`config.mk`:
```
export PLATFORM = sky130hd
export DESIGN_NAME = sm83_bus_responder
export DESIGN_NICKNAME = d
export VERILOG_FILES = /design/src/rtl/sm83_bus_pkg.sv /design/src/rtl/sm83_if_bit.sv /design/src/rtl/sm83_bus_responder.sv
export SDC_FILE = /design/constraint.sdc
export NUM_CORES = 1
export LEC_CHECK = 0
export ABC_AREA = 0
export BUFFER_PORTS_ARGS = -buffer_cell sky130_fd_sc_hd__buf_2
export CORE_MARGIN = 5
export CORE_UTILIZATION = 33
export DETAILED_ROUTE_END_ITERATION = 10
export PLACE_DENSITY_LB_ADDON = 0.12
export SYNTH_ARGS = -nofsm -noshare
export SYNTH_HDL_FRONTEND = slang
export SYNTH_HIERARCHICAL = 1
export SYNTH_SLANG_ARGS = --single-unit
```
`constraint.sdc`:
```
create_clock -name CLK -period 1.15 [get_ports CLK]
set_clock_uncertainty 0.05 [all_clocks]
set_input_delay 0.0575 -clock CLK [delete_from_list [all_inputs] [get_ports CLK]]
set_output_delay 0.0575 -clock CLK [all_outputs]
set_load 0.005 [all_outputs]
```
`src/rtl/sm83_bus_pkg.sv`:
```
// Shared constants for the SM83 external-bus responder: register addresses,
// interrupt bit indices and address-region decode values.
package sm83_bus_pkg;

    localparam logic [15:0] DEF_IF_ADDR   = 16'hFF0F;
    localparam logic [15:0] DEF_BOOT_ADDR = 16'hFF50;
    localparam int          DEF_NUM_IRQ   = 5;

    localparam int VBLANK = 0;
    localparam int STAT   = 1;
    localparam int TIMER  = 2;
    localparam int SERIAL = 3;
    localparam int JOYPAD = 4;

    localparam logic [6:0] MMIO_HI = 7'h7F;
    localparam logic [7:0] IPL_HI  = 8'h00;

endpackage

```
`src/rtl/sm83_if_bit.sv`:
```
// One interrupt-flag bit: rising-edge detect on its source, then
// set > write > clear priority so a coincident request is never lost.
module sm83_if_bit (
    input  logic CLK,
    input  logic nRESET,
    input  logic src,
    input  logic ack,
    input  logic wr,
    input  logic wdata,
    output logic flag,
    output logic set_pulse
);

    logic src_prev_q, src_prev_d;
    logic flag_q, flag_d;

    assign set_pulse = src & ~src_prev_q;

    always_comb begin
        src_prev_d = src;
        if (set_pulse)
            flag_d = 1'b1;
        else if (wr)
            flag_d = wdata;
        else if (ack)
            flag_d = 1'b0;
        else
            flag_d = flag_q;
    end

    always_ff @(posedge CLK or negedge nRESET) begin
        if (!nRESET) begin
            src_prev_q <= 1'b0;
            flag_q     <= 1'b0;
        end else begin
            src_prev_q <= src_prev_d;
            flag_q     <= flag_d;
        end
    end

    assign flag = flag_q;

endmodule

```
`src/rtl/sm83_bus_responder.sv`:
```
// System-side responder on the SM83 external bus: region decode, IF and
// boot-lock registers, interrupt trigger/ack handling and STOP wake pulse.
module sm83_bus_responder
    import sm83_bus_pkg::*;
#(
    parameter logic [15:0] IF_ADDR   = DEF_IF_ADDR,
    parameter logic [15:0] BOOT_ADDR = DEF_BOOT_ADDR,
    parameter int          NUM_IRQ   = DEF_NUM_IRQ
) (
    input  logic               CLK,
    input  logic               nRESET,
    input  logic [15:0]        A,
    input  logic               RD,
    input  logic               WR,
    input  logic [7:0]         DI,
    output logic [7:0]         DO,
    output logic               DOE,
    output logic               MMIO_REQ,
    output logic               IPL_REQ,
    input  logic [NUM_IRQ-1:0] IRQ_SRC,
    output logic [7:0]         CPU_IRQ_TRIG,
    input  logic [7:0]         CPU_IRQ_ACK,
    output logic               WAKE
);

    logic wr_prev_q, wr_prev_d;
    logic boot_off_q, boot_off_d;
    logic wake_q, wake_d;

    logic               wr_edge;
    logic               sel_if;
    logic               sel_boot;
    logic [NUM_IRQ-1:0] if_q;
    logic [NUM_IRQ-1:0] set_vec;

    wire unused_ok = ^{CPU_IRQ_ACK[7:NUM_IRQ], DI[7:NUM_IRQ]};

    assign sel_if   = (A == IF_ADDR);
    assign sel_boot = (A == BOOT_ADDR);
    // A strobe held for several cycles commits only on its first edge.
    assign wr_edge  = WR & ~wr_prev_q;

    assign MMIO_REQ = (A[15:9] == MMIO_HI);
    assign IPL_REQ  = (A[15:8] == IPL_HI) & ~boot_off_q;

    for (genvar i = 0; i < NUM_IRQ; i++) begin : g_if
        sm83_if_bit u_bit (
            .CLK       (CLK),
            .nRESET    (nRESET),
            .src       (IRQ_SRC[i]),
            .ack       (CPU_IRQ_ACK[i]),
            .wr        (wr_edge & sel_if),
            .wdata     (DI[i]),
            .flag      (if_q[i]),
            .set_pulse (set_vec[i])
        );
    end

    always_comb begin
        wr_prev_d  = WR;
        boot_off_d = boot_off_q | (wr_edge & sel_boot & DI[0]);
        wake_d     = set_vec[JOYPAD];
    end

    always_ff @(posedge CLK or negedge nRESET) begin
        if (!nRESET) begin
            wr_prev_q  <= 1'b0;
            boot_off_q <= 1'b0;
            wake_q     <= 1'b0;
        end else begin
            wr_prev_q  <= wr_prev_d;
            boot_off_q <= boot_off_d;
            wake_q     <= wake_d;
        end
    end

    always_comb begin
        DOE = RD & (sel_if | sel_boot);
        if (sel_if)
            DO = {{(8-NUM_IRQ){1'b1}}, if_q};
        else if (sel_boot)
            DO = {7'h7F, boot_off_q};
        else
            DO = 8'hFF;
    end

    assign CPU_IRQ_TRIG = {{(8-NUM_IRQ){1'b0}}, if_q};
    assign WAKE         = wake_q;

endmodule

```
==> metrics.md, run 1 <==
| Metric | Value |
|---|---|
| Die Wd | 56.2 microns |
| CTS tree | yes |
| Vias/cell | 4.68 |
| RR Startpoint | wr_prev_q |
| Hold slack | 0.108 ns |
| Critical Path Sink Type | output port |
| Via count | 744 |
| Top-count cell post-synth | dfrtp_1 |
| Critical-path cell list | nor4_2, nand2_1, nor4_2, buf_2 |
| Crit-path max FO | 3 |
| Area Growth Syn to Fin | 81.4% |
| Worst r2r path cells | 4 |
| DP Worst Slack | -0.189 ns |
| Total Routed Length | 2130 microns |
| DRT iter0 DRCs | 17 |
| PnR worst setup slack | -0.159 ns |
| Layout Nets | 174 |
| # port buffers | 48 |
| Filler cell count | 173 |
| Total grt overflow | 0 |
| Longest Clk Path Bufs | 2 |
| Leak | 0.660 nW |
| Post-synth EDFFs | 0 |
| Clock slew at reported path FFs | 0.07 ns |
| Number of diodes | 0 |
| Unique masters post-synth | 22 |
| Worst flop-to-flop path endpoint | g_if[4].u_bit/flag |
| Syn Std Cell Area | 704 sq um |
| Most used DFF post-synth | dfrtp_1 |
| Setup TNS Final | -0.499 ns |
| Post-synth ARST share | 100% |
| Proportion of layout cells with a drive suffix above 1 | 60.6% |
| Initial antenna violation count | 0 |
| Fmax | 0.764 GHz |
| Largest area contributor in the netlist | dfrtp_1 |
| Largest net degree at the start of global routing | 14 |
| Finished Layout Cells | 159 |
| Synth Area per Inst | 11.7 sq um |
| Final Hold Fails | 0 |
| Final Core Density | 63.8% |
| Tcrit/Tclk final | 114% |
| H-tree levels | 1 |
| Ranking of synthesized cells by area | dfrtp_1, nor2b_4, buf_4 |
| First-pass GRT wire length | 3500 microns |
| VDD IR-drop max | 0.678 mV |
| Hold Crit Class | in -> reg |
| Dpl cells | 140 |
| Post-synth top cells | dfrtp_1, buf_4, a211o_1, nor2b_4, nor3b_1 |
| Root Driver | clkbuf_4 |
| Seq/Total Area, Yosys | 46.2% |
| Fin area | 0.00128 sq mm |
| Worst-Skew Late Latency | 0.26 ns |
| Starting Density | 35.2% |
| Worst Hold Endpoint | g_if[2].u_bit/flag |
| Max_cap viols | 0 |
| CORE AREA | 0.00200 sq mm |
| Worst Setup Start Kind | flip-flop |
| PwrDens | 788 mW/mm^2 |
| Minimum clock period | 1.31 ns |
| Antenna Nets Post-Route | 0 |
| Failing checks | negative setup slack |
| Die height | 56.2 microns |
| Cell mode on critical path | nor4_2 |
| WHS Path Cells | 3 |
| RePlAce Congestion | 0.854 |
| Vias in the first global route | 805 |
| Total power | 1.01 mW |
| Routed length per instance | 13.4 microns |
| Die area | 0.00316 sq mm |
| Worst setup slack for register-to-register paths | -0.06 ns |
| Row cnt | 16 |
| # DRC | 0 |
| Share of the synthesized area in the top cell type | 46.2% |
| Area after DPL | 0.00101 sq mm |
| Post-synthesis register bit count | 13 |
| Clock buffer count from CTS | 3 |
| GRT Total Usage | 13.7% |
| CP arrival | 1.20 ns |
| Critical Path Max Stage Delay | 0.40 ns |
| Status | complete, but fails checks |
| Synth warn | 6 |
| Post-Synthesis Cells | 60 |
| CTS sink count | 13 |
| Unrepaired setup endpoints after global routing | yes |
| Post-DP HPWL | 1550 microns |
| Pre-Repair DR Iteration Count | 2 |
| Worst Path Required | 1.04 ns |
| Number of I/O pins | 61 |
| Setup Viol. Count Final | 7 |
| CP max stage cell | dfrtp_1 |
| Hold_sp | CPU_IRQ_ACK[2] |
| Crit path kind | reg -> out |
| Final Max Slew Viols | 0 |
## power breakdown
group | internal (mW) | switching (mW)
sequential | 0.485 | 0.0200
combinational | 0.145 | 0.0853
clock | 0.134 | 0.137
total | 0.764 | 0.243
## sequential cells by signal, indices dropped and copies added (netlist names)
register / cells
wr_prev_q: 1
g_if.u_bit/src_prev_q: 5
g_if.u_bit/flag: 5
WAKE: 1
boot_off_q: 1
## cell type report
cell class | count | area [sq um] | area share [%]
Timing Repair Buffer | 69 | 460 | 36.0
Multi-Input combinational cell | 46 | 432 | 33.8
Sequential cell | 13 | 325 | 25.5
Tap cell | 27 | 33.8 | 2.64
Clock buffer | 4 | 26.3 | 2.06
## layout by cell type (no fill, tap or decap), drive strengths merged
cell / n
o211a: 1
and3: 3
conb: 6
dfrtp: 13
nor2: 2
nor3: 1
nand3b: 4
nor2b: 6
a41o: 1
o21ai: 1
nand2b: 1
nand2: 1
nand4: 2
nand3: 1
a211o: 5
and4b: 1
nor3b: 5
clkbuf: 4
nor4: 5
buf: 57
dlygate4sd3: 12
## cell families (layout without fill, tap and decap cells)
kind of cell           count (synthesis)  after routing  synth area share, %
other                                  2              6                 1.07
buffers and inverters                  6             73                 6.39
AOI/OAI and AO/OA                      8              8                 9.77
and+or+nand+nor                       31             32                 36.6
DFF                                   13             13                 46.2
## repair_timing
action / CTS / global route
pin swaps: 8 / 7
endpoints found under the setup margin: 8 / 11
hold buffers: 12 / 0
hold endpoints to repair: 25 / 0
gates resized for setup: 10 / 13
gates cloned: 1 / 0
buffers inserted: 1 / 1
## metal layers
metal / up-vias / GRT usage [%] / share of wire, %
met4: 0 / 6.44 / 0.61
met3: 2 / 4.87 / 11
met2: 40 / 22.4 / 48
met5: - / 0 / 0
met1: 340 / 15.9 / 41
li1: 362 / - / -
## worst max path at each step
stage	slack, ns	depth (start not counted)	start	to
after floorplan	-0.15	5	A[14]	g_if[0].u_bit/flag
after global placement	-0.16	6	A[14]	g_if[0].u_bit/flag
after detailed placement	-0.19	6	A[14]	g_if[0].u_bit/flag
after CTS	-0.22	4	boot_off_q	IPL_REQ
after global routing	-0.24	4	boot_off_q	IPL_REQ
final	-0.16	4	boot_off_q	IPL_REQ
## critical path: cells and delay by family, from the launching register on
kind | cells | cell delay, ns
flip-flops | 1 | 0.40
buffers and inverters | 1 | 0.15
AND/OR/NAND/NOR | 3 | 0.38
(Power assumes the default switching activity.)
==> run 2, diff against run 1 <==
RECOVER_POWER = 50   (was not set)
==> metrics.md, run 2 (synthesis results as in run 1) <==
| Metric | Value |
|---|---|
| Status | complete, but fails checks |
| Failing checks | negative setup slack |
| Unrepaired setup endpoints after global routing | yes |
| Most common cell after layout, fill and taps aside | buf_2 |
| Setup Viol. Count Final | 7 (unchanged) |
| RePlAce Congestion | 0.854 (unchanged) |
| Logic gate share of total power | 22.8% (about the same) |
| Crit-path max FO | 3 (unchanged) |
| Final Max Slew Viols | 0 (unchanged) |
| Sw Pwr | 0.239 mW (-1.4%) |
| Starting Density | 35.2% (unchanged) |
| Largest net degree at the start of global routing | 14 (unchanged) |
| CP arrival | 1.20 ns (about the same) |
| Tcrit/Tclk final | 114% (-0.20 points) |
| Post-DP HPWL | 1550 microns (unchanged) |
| CTS tree | yes |
| Wire length on met2 | 1000 microns (-1.7%) |
| Most frequent cells in the layout | buf_2, dfrtp_1, dlygate4sd3_1, buf_4 |
| Worst Path Required | 1.04 ns (about the same) |
| VDD IR-drop max | 0.671 mV (-1.0%) |
| # port buffers | 48 (unchanged) |
| Hold slack | 0.110 ns (+0.00234 ns) |
| Rel. slew slack | 54.9% |
| Die Wd | 56.2 microns (unchanged) |
| Via count | 743 (-0.13%) |
| H-tree levels | 1 (unchanged) |
| Total grt overflow | 0 (unchanged) |
| Die area | 0.00316 sq mm (unchanged) |
| Met1 wire length | 864 microns (unchanged) |
| Switch share | 23.9% (-0.21 points) |
| Die height | 56.2 microns (unchanged) |
| Layout Nets | 174 (unchanged) |
| Minimum clock period | 1.31 ns (-0.00235 ns) |
| Clock power frac | 26.8% (-0.2 points) |
| # DRC | 0 (unchanged) |
| Fmax | 0.765 GHz (+0.18%) |
| Fin area | 0.00127 sq mm (-0.39%) |
| Area after DPL | 0.00101 sq mm (unchanged) |
| Routed length per instance | 13.3 microns (-0.84%) |
| Worst Tran Pin Value | 0.677 ns |
| Leak | 0.649 nW (-1.7%) |
| Longest Clk Path Bufs | 2 (unchanged) |
| Area Growth Syn to Fin | 80.6% |
| Clock slew at reported path FFs | 0.07 ns (about the same) |
| Total power | 1.00 mW (-0.52%) |
| Crit path kind | reg -> out |
| Hold Crit Class | in -> reg |
| DRT iter0 DRCs | 16 (-1) |
| PwrDens | 787 mW/mm^2 (-0.13%) |
| GRT Total Usage | 13.7% (unchanged) |
| Proportion of layout cells with a drive suffix above 1 | 57.6% (-3.0 points) |
| Root Driver | clkbuf_4 |
| Worst-Skew Late Latency | 0.26 ns (about the same) |
| Final Hold Fails | 0 (unchanged) |
| Row cnt | 16 (unchanged) |
| CTS sink count | 13 (unchanged) |
| Number of diodes | 0 (unchanged) |
| Max_cap viols | 0 (unchanged) |
| Sequential Power Share | 50.4% (+0.3 points) |
| Antenna Nets Post-Route | 0 (unchanged) |
| Clock buffer count from CTS | 3 (unchanged) |
| Worst Setup Start Kind | flip-flop |
| Vias in the first global route | 805 (unchanged) |
| Total Routed Length | 2110 microns (-0.84%) |
| Pre-Repair DR Iteration Count | 2 (unchanged) |
| PnR worst setup slack | -0.157 ns (+0.00235 ns) |
| P_int | 0.762 mW (-0.25%) |
| Dpl cells | 140 (unchanged) |
| Max layer used | met4 |
| Met3 wire len | 231 microns (-0.86%) |
| Number of I/O pins | 61 (unchanged) |
| Vias/cell | 4.67 (-0.13%) |
| Critical Path Sink Type | output port |
| Finished Layout Cells | 159 (unchanged) |
| First-pass GRT wire length | 3500 microns (unchanged) |
| Initial antenna violation count | 0 (unchanged) |
| CORE AREA | 0.00200 sq mm (unchanged) |
run 2: cell count changes in the layout (fill, tap and decap cells not counted):
cell      before  now
buf_2         44   40
clkbuf_1       1    5
run 2: worst paths after layout:
path / from / end / cells after the start / slack [ns]
max: boot_off_q / IPL_REQ / 4 / -0.16
min: CPU_IRQ_ACK[2] / g_if[2].u_bit/flag / 3 / 0.11
min reg2reg: g_if[4].u_bit/src_prev_q / WAKE / 1 / 0.40
min in group asynchronous: nRESET / g_if[0].u_bit/flag / 2 / 0.29
max in group asynchronous: nRESET / g_if[4].u_bit/flag / 2 / 0.33
max reg2reg: wr_prev_q / g_if[4].u_bit/flag / 4 / -0.06
run 2: through the flow:
stage | setup slack [ns] | TNS, ns | util (%)
final | -0.157 | -0.495 | 63.6
after detailed placement | -0.189 | -0.918 | 50.7
after floorplan | -0.146 | -0.730 | -
after global routing | -0.238 | -1.03 | 63.6
after global placement | -0.163 | -0.806 | 50.7
after CTS | -0.216 | -0.743 | 61.0
run 2: final cells by class:
type                            instances  area, sq um
Clock buffer                            4         26.3
Fill cell                             177          729
Multi-Input combinational cell         46          432
Sequential cell                        13          325
Tap cell                               27         33.8
Timing Repair Buffer                   69          455
run 2: critical path: stages (launching register included):
cell and delay, ns:
dfrtp_1 0.40, nor4_2 0.16, nand2_1 0.10, nor4_2 0.12
buf_2 0.15
run 2: repair_timing:
action / CTS / global route
endpoints found under the hold margin: 25 / 0
setup buffers: 1 / 1
gates resized for setup: 10 / 13
cloned: 1 / 0
pin swaps: 8 / 7
endpoints found under the setup margin: 8 / 11
hold buffers: 12 / 0
run 2: layer usage:
| metal | vias to the layer above | global-route usage, % |
|---|---|---|
| met3 | 2 | 4.87 |
| met4 | 0 | 6.44 |
| met1 | 340 | 15.9 |
| met2 | 40 | 22.4 |
| met5 | - | 0 |
| li1 | 361 | - |
run 2: power groups by stage:
stage | Combinational [mW] | Sequential [mW] | Clock [mW]
floorplan | 0.0735 | 0.512 | 0
global route | 0.251 | 0.507 | 0.305
global placement | 0.169 | 0.511 | 0
CTS | 0.215 | 0.504 | 0.285
finish | 0.229 | 0.505 | 0.268
detailed placement | 0.173 | 0.512 | 0
